--- config.mk ---
export PLATFORM = sky130hd
export DESIGN_NAME = accel_avg_filter
export DESIGN_NICKNAME = d
export VERILOG_FILES = /design/src/rtl/accel_filter_pkg.sv /design/src/rtl/accel_avg_chan.sv /design/src/rtl/accel_avg_filter.sv
export SDC_FILE = /design/constraint.sdc
export NUM_CORES = 1
export LEC_CHECK = 0
export CORE_MARGIN = 4
export CORE_UTILIZATION = 33
export DETAILED_ROUTE_END_ITERATION = 10
export GPL_TIMING_DRIVEN = 1
export PLACE_DENSITY_LB_ADDON = 0.15
export SLEW_MARGIN = 10
export SYNTH_ARGS = -nofsm -noshare
export SYNTH_HDL_FRONTEND = slang
export SYNTH_SLANG_ARGS = --single-unit
--- constraint.sdc ---
create_clock -name clk -period 3.6 [get_ports clk]
set_clock_uncertainty 0.05 [all_clocks]
set_input_delay 0.54 -clock clk [delete_from_list [all_inputs] [get_ports clk]]
set_output_delay 0.54 -clock clk [all_outputs]
set_load 0.01 [all_outputs]
--- src/rtl/accel_filter_pkg.sv ---
// Shared defaults and width helpers for the accelerometer block-averaging filter.
package accel_filter_pkg;

  localparam int DEF_DATA_W   = 10;
  localparam int DEF_LOG2_WIN = 4;
  localparam int DEF_CHANNELS = 3;
  localparam int DEF_CH_W     = 2;

  // The accumulator holds up to 2^log2_win non-negative samples of data_w-1 bits.
  function automatic int acc_width(input int data_w, input int log2_win);
    return data_w - 1 + log2_win;
  endfunction

endpackage

--- src/rtl/accel_avg_chan.sv ---
// Single-channel window accumulator: sums conditioned samples and flags the
// last sample of each power-of-two window. The sum output already includes
// the current sample, so the parent can form the average in the same cycle.
module accel_avg_chan
  import accel_filter_pkg::*;
#(
  parameter int DATA_W   = DEF_DATA_W,
  parameter int LOG2_WIN = DEF_LOG2_WIN
) (
  input  logic                         clk,
  input  logic                         rst_n,
  input  logic                         clr,
  input  logic                         en,
  input  logic [DATA_W-2:0]            sample,
  output logic                         done,
  output logic [DATA_W+LOG2_WIN-2:0]   sum
);

  localparam int ACC_W = acc_width(DATA_W, LOG2_WIN);
  localparam logic [LOG2_WIN-1:0] CNT_ONE = LOG2_WIN'(1);

  logic [ACC_W-1:0]    acc_reg;
  logic [LOG2_WIN-1:0] cnt_reg;

  // The worst-case window sum fits ACC_W bits, so no carry-out is needed.
  assign sum  = acc_reg + {{LOG2_WIN{1'b0}}, sample};
  assign done = en && (cnt_reg == '1);

  // Accumulate each accepted sample; restart the window after its last sample.
  always_ff @(posedge clk or negedge rst_n) begin
    if (!rst_n) begin
      acc_reg <= '0;
      cnt_reg <= '0;
    end else if (clr) begin
      acc_reg <= '0;
      cnt_reg <= '0;
    end else if (en) begin
      if (done) begin
        acc_reg <= '0;
        cnt_reg <= '0;
      end else begin
        acc_reg <= sum;
        cnt_reg <= cnt_reg + CNT_ONE;
      end
    end
  end

endmodule

--- src/rtl/accel_avg_filter.sv ---
// Multi-channel block-averaging filter. Conditions signed samples (negatives
// clamp to zero), routes them to per-channel accumulators, and registers the
// window average with its channel tag as a one-cycle valid pulse.
// Optional build macro FILTER_ROUND_EN: round-half-up instead of floor.
module accel_avg_filter
  import accel_filter_pkg::*;
#(
  parameter int DATA_W   = DEF_DATA_W,
  parameter int LOG2_WIN = DEF_LOG2_WIN,
  parameter int CHANNELS = DEF_CHANNELS,
  parameter int CH_W     = DEF_CH_W
) (
  input  logic              clk,
  input  logic              rst_n,
  input  logic              clear,
  input  logic              sample_valid,
  input  logic [CH_W-1:0]   sample_chan,
  input  logic [DATA_W-1:0] sample_data,
  output logic              out_valid,
  output logic [CH_W-1:0]   out_chan,
  output logic [DATA_W-2:0] out_data,
  output logic              overflow
);

  localparam int ACC_W = acc_width(DATA_W, LOG2_WIN);
  // One extra bit so a channel count equal to 2^CH_W is representable.
  localparam logic [CH_W:0] CHAN_LIM = (CH_W+1)'(CHANNELS);

  logic [DATA_W-2:0]   cond_sample;
  logic                chan_ok;
  logic                accept;
  logic [CHANNELS-1:0] en_vec;
  logic [CHANNELS-1:0] done_vec;
  logic [ACC_W-1:0]    sum_arr [CHANNELS];
  logic [ACC_W-1:0]    sum_sel;
  logic                done_any;
  logic [DATA_W-2:0]   result;

  logic                out_valid_reg;
  logic [CH_W-1:0]     out_chan_reg;
  logic [DATA_W-2:0]   out_data_reg;
  logic                overflow_reg;

  assign cond_sample = sample_data[DATA_W-1] ? '0 : sample_data[DATA_W-2:0];
  assign chan_ok     = ({1'b0, sample_chan} < CHAN_LIM);
  // Clear takes priority, so a sample arriving with it never reaches a channel.
  assign accept      = sample_valid && !clear && chan_ok;

  generate
    for (genvar gi = 0; gi < CHANNELS; gi++) begin : g_chan
      assign en_vec[gi] = accept && (sample_chan == CH_W'(gi));

      accel_avg_chan #(
        .DATA_W   (DATA_W),
        .LOG2_WIN (LOG2_WIN)
      ) u_chan (
        .clk    (clk),
        .rst_n  (rst_n),
        .clr    (clear),
        .en     (en_vec[gi]),
        .sample (cond_sample),
        .done   (done_vec[gi]),
        .sum    (sum_arr[gi])
      );
    end
  endgenerate

  // Select the completing channel's sum; at most one channel is enabled per cycle.
  always_comb begin
    done_any = 1'b0;
    sum_sel  = '0;
    for (int c = 0; c < CHANNELS; c++) begin
      if (en_vec[c]) begin
        done_any = done_any | done_vec[c];
        sum_sel  = sum_sel | sum_arr[c];
      end
    end
  end

`ifdef FILTER_ROUND_EN
  localparam logic [ACC_W:0] RND_ADD = (ACC_W+1)'(1) << (LOG2_WIN-1);
  logic [ACC_W:0] rnd_sum;
  logic           unused_rnd;
  assign rnd_sum    = {1'b0, sum_sel} + RND_ADD;
  assign result     = rnd_sum[LOG2_WIN +: DATA_W-1];
  // The top bit is never set for legal sums; fractional bits are discarded.
  assign unused_rnd = ^{rnd_sum[ACC_W], rnd_sum[LOG2_WIN-1:0]};
`else
  logic unused_frac;
  assign result      = sum_sel[LOG2_WIN +: DATA_W-1];
  assign unused_frac = ^sum_sel[LOG2_WIN-1:0];
`endif

  // Output registers: pulse on window completion, hold tag/data until the next one.
  always_ff @(posedge clk or negedge rst_n) begin
    if (!rst_n) begin
      out_valid_reg <= 1'b0;
      out_chan_reg  <= '0;
      out_data_reg  <= '0;
    end else begin
      out_valid_reg <= done_any;
      if (done_any) begin
        out_chan_reg <= sample_chan;
        out_data_reg <= result;
      end
    end
  end

  // Sticky flag for samples tagged with a channel that does not exist.
  always_ff @(posedge clk or negedge rst_n) begin
    if (!rst_n) begin
      overflow_reg <= 1'b0;
    end else if (clear) begin
      overflow_reg <= 1'b0;
    end else if (sample_valid && !chan_ok) begin
      overflow_reg <= 1'b1;
    end
  end

  assign out_valid = out_valid_reg;
  assign out_chan  = out_chan_reg;
  assign out_data  = out_data_reg;
  assign overflow  = overflow_reg;

endmodule

==> run summary <==
The count of standard-cell rows came out at 42. The proportion of synthesized chip area in sequential cells is 0.3555. The first global-routing pass estimated 21.36 mm of wire. Based on the critical path, the design can be clocked at up to 0.2988 GHz. The net count of the finished layout is 626. The number of DRC violations after detailed routing came out at 0. Summed over all instances, the cell type with the most area after synthesis is dfrtp_1. The pin slew with the least headroom to its limit is 0.9024 ns.

Summed over all cells, the static leakage comes to 2.434 nW. The max capacitance violation total came out at 0. The worst slew slack as a fraction of its limit came out at 0.3984. The global-route usage over all layers is 0.1702. In the finished design, the share of the clock period the worst path needs comes to 0.9295. The TritonCTS clock tree is done. Among all flip-flop cells after synthesis, the most frequent one is dfrtp_1.

The via count of the first global-routing pass is 4161. The total design power came out at 0.001920 W. The largest net degree at the start of global routing came out at 65.

The destination of the worst register-to-register timing path is out_data[8]$_DFFE_PN0P_. The peak ir drop on the vdd network came out at 0.2153 mV. After floorplanning, the core was sized to cover 13300 um^2. Summing every instance area after synthesis gives 4506 um^2. The area share of the largest cell type after synthesis came out at 0.3555. 29 I/O pins were placed.

The layout overhead on the synthesized area came out at 23.94%. The final critical delay including setup and external delays came out at 3.346 ns. The flow ran to the end, and the final reports show no timing, DRC or antenna violations. The power density normalized to cell area is 343.9 nW/um^2. By area the synthesized netlist is led by dfrtp_1 36%, nand2_1 5.7%, xnor2_1 4.9%.

The average size of a mapped cell is 8.453 um^2. The flip-flop count of the largest register after layout came out at 39. Detailed routing inserted a total of 4165 vias. The post-synthesis register bit count came out at 64. The clock sink total came out at 64. Of the cells placed in the final design, the portion with a size suffix greater than 1 is 0.1371. The number of antenna repair diodes is 0. The synthesized netlist net count is 566.

The count of non-filler cells in the finished layout came out at 774. The routability congestion estimate from global placement came out at 0.8632. The total overflow left after global routing is 0. The number of instances in the synthesized netlist is 533. The startpoint of the most critical register-to-register path is g_chan[0].u_chan.acc_reg[1]$_DFFE_PN0P_. The vertical extent of the die is 124.8 um.

The die covers 15590 um^2. The depth of the most critical reg-to-reg path is 10. The total wirelength of the detailed-routed design is 12.99 mm.

The die width is 124.8 um. The insertion delay to the later sink of the worst-skew pair came out at 0.34 ns. The number of hold violations in the final report is 0.

The worst setup path is of the input port to flip-flop kind. The data arrival time of the critical path came out at 3.52 ns. The critical path launch point type is an input port. After detailed routing, the average wire length per cell comes to 16.78 um. The required time at the endpoint of the critical path came out at 3.77 ns. The initial DRC count came out at 303.

The clock-pin slew on the worst setup and hold paths is 0.06 ns. In this run the remaining antenna-violating nets after routing total 0. CTS placed an instance of clkbuf_16 at the clock tree root.

Dividing the detail-routed via count by the number of cells gives 5.381. In this run, distinct cell masters in the synthesized netlist total 69. CTS built an H-tree with a depth of 3. Setup violations remaining at the end of the flow were counted as 0. The maximum net fanout on the critical path came out at 4. The number of setup buffers added after CTS is 0. The synthesis warning total is 0.

For this configuration, the core starts out at a cell density of 0.3389. The number of buffers between clock root and the deepest sink came out at 2. The share of async-settable or async-resettable flops after synthesis came out at 1.000.

STA classifies the critical path endpoint as a flip-flop. Before antenna repair, the detailed router went through 5 iterations. The wire-length estimate of the detail-placed layout is 9.532 mm.

Input and output buffers added on the ports amount to 28. The initial antenna violation count was 0. The count of flip-flops with a built-in enable after synthesis is 0. The max-slew violation count is 0.

The internal reg-to-reg setup slack is 0.70 ns. The type of the tightest min-delay check is input port to asynchronous set/reset pin. The total CTS buffers is 9. The number of cells after detailed placement is 758. Setup repair after global routing left no endpoint under its margin.
-- layer usage --
layer,part of all wire,wire (um),vias up,GRT usage
met3,0.038,495,24,0.02616
met2,0.46,5964,91,0.2710
met1,0.48,6213,1977,0.2304
met5,0,0,-,0
met4,0.024,316,0,0.07143
li1,-,-,2073,-
-- timing repair --
item,4_1_cts,5_1_grt
hold endpoints to repair,0,0
setup endpoints to repair,0,2
hold buffers,0,0
resized for setup,0,1
-- kinds of logic (layout without fill, tap and decap cells) --
family          count (synthesis)  in the layout  share of synthesized area
simple gates                  196            196                     0.2072
compound gates                168            168                     0.2563
flops                          64             64                     0.3555
xor+xnor                       43             43                    0.08359
buf+inv                        40            105                    0.03693
fa+ha+maj                      21             21                    0.05832
mux                             1              1                   0.002222
-- stage by stage --
| stage | worst slack, ns | cell area (um^2) | hold slack, ns | TNS (ns) | util |
|---|---|---|---|---|---|
| 2_1_floorplan | 0.1922 | 4506 | 0.1944 | 0 | - |
| 3_3_place_gp | -0.05128 | 5251 | 0.4189 | -0.1399 | 0.3950 |
| 3_5_place_dp | -0.1412 | 5251 | 0.4226 | -0.4543 | 0.3950 |
| 4_1_cts | 0.2104 | 5582 | 0.3987 | 0 | 0.4198 |
| 5_1_grt | 0.004702 | 5584 | 0.4350 | 0 | 0.4200 |
| 6_report | 0.2537 | 5584 | 0.3172 | 0 | 0.4200 |
-- cell usage after synthesis, types with 3 or more instances --
| master | count |
|---|---|
| nand2_1 | 69 |
| dfrtp_1 | 64 |
| nor2_1 | 51 |
| o21ai_0 | 43 |
| a21oi_1 | 29 |
| xnor2_1 | 25 |
| clkbuf_1 | 23 |
| xor2_1 | 18 |
| ha_1 | 16 |
| a31oi_1 | 12 |
| nor2b_1 | 12 |
| a22o_1 | 11 |
| inv_1 | 11 |
| and2_1 | 9 |
| a21o_1 | 8 |
| a22oi_1 | 8 |
| nand3_1 | 8 |
| or3_1 | 8 |
| nand2b_1 | 7 |
| nor3_1 | 7 |
| o211ai_1 | 7 |
| a211oi_1 | 6 |
| nand4_1 | 6 |
| and3_1 | 4 |
| nor3b_1 | 4 |
| o2111ai_1 | 4 |
| a221oi_1 | 3 |
| a32o_1 | 3 |
| buf_2 | 3 |
| o221ai_1 | 3 |
| o22ai_1 | 3 |
-- power breakdown --
| part | internal (W) | switching [W] |
|---|---|---|
| Clock | 0.000627 | 0.000352 |
| Combinational | 0.0000813 | 0.000117 |
| Sequential | 0.000729 | 0.0000132 |
-- worst max path at each step --
stage | from | end | cells after the start
floorplan | sample_data[9] | out_data[4]$_DFFE_PN0P_ | 14
global placement | sample_data[0] | out_data[8]$_DFFE_PN0P_ | 14
detailed placement | sample_data[9] | out_data[8]$_DFFE_PN0P_ | 14
CTS | sample_data[9] | out_data[8]$_DFFE_PN0P_ | 14
global route | sample_data[9] | out_data[5]$_DFFE_PN0P_ | 14
finish | sample_data[9] | out_data[8]$_DFFE_PN0P_ | 12
-- worst max-delay path, stage by stage --
cell	delay, ns
clkdlybuf4s50_1	0.46
nand2b_1	0.25
xnor2_1	0.16
ha_1	0.23
a21o_1	0.17
maj3_2	0.31
o21ai_2	0.10
a311oi_2	0.18
o41ai_2	0.46
nor4_1	0.10
a41o_1	0.23
o32a_1	0.34
-- placed cells by master (no fill, tap or decap), types with 9 or more instances in the layout --
| cell type | count |
|---|---|
| a31oi_1 | 12 |
| xor2_1 | 18 |
| nand2_1 | 69 |
| a22o_1 | 11 |
| clkbuf_16 | 9 |
| dfrtp_1 | 64 |
| xnor2_1 | 25 |
| nor2_1 | 51 |
| and2_1 | 9 |
| ha_1 | 16 |
| clkdlybuf4s50_1 | 27 |
| nor2b_1 | 11 |
| o21ai_0 | 43 |
| a21oi_1 | 29 |
| buf_4 | 50 |
| inv_1 | 11 |
-- final cells by class --
cell class                 instances  area [um^2]
clock buffer                      10        239.0
clock inverter                     6        91.34
fill                            1322         7711
inverter                          11        41.29
multi-input combinational        429         2740
sequential                        64         1602
tap                              176        220.2
timing repair buffer              78        650.6
Power figures use the tool's default switching activity.
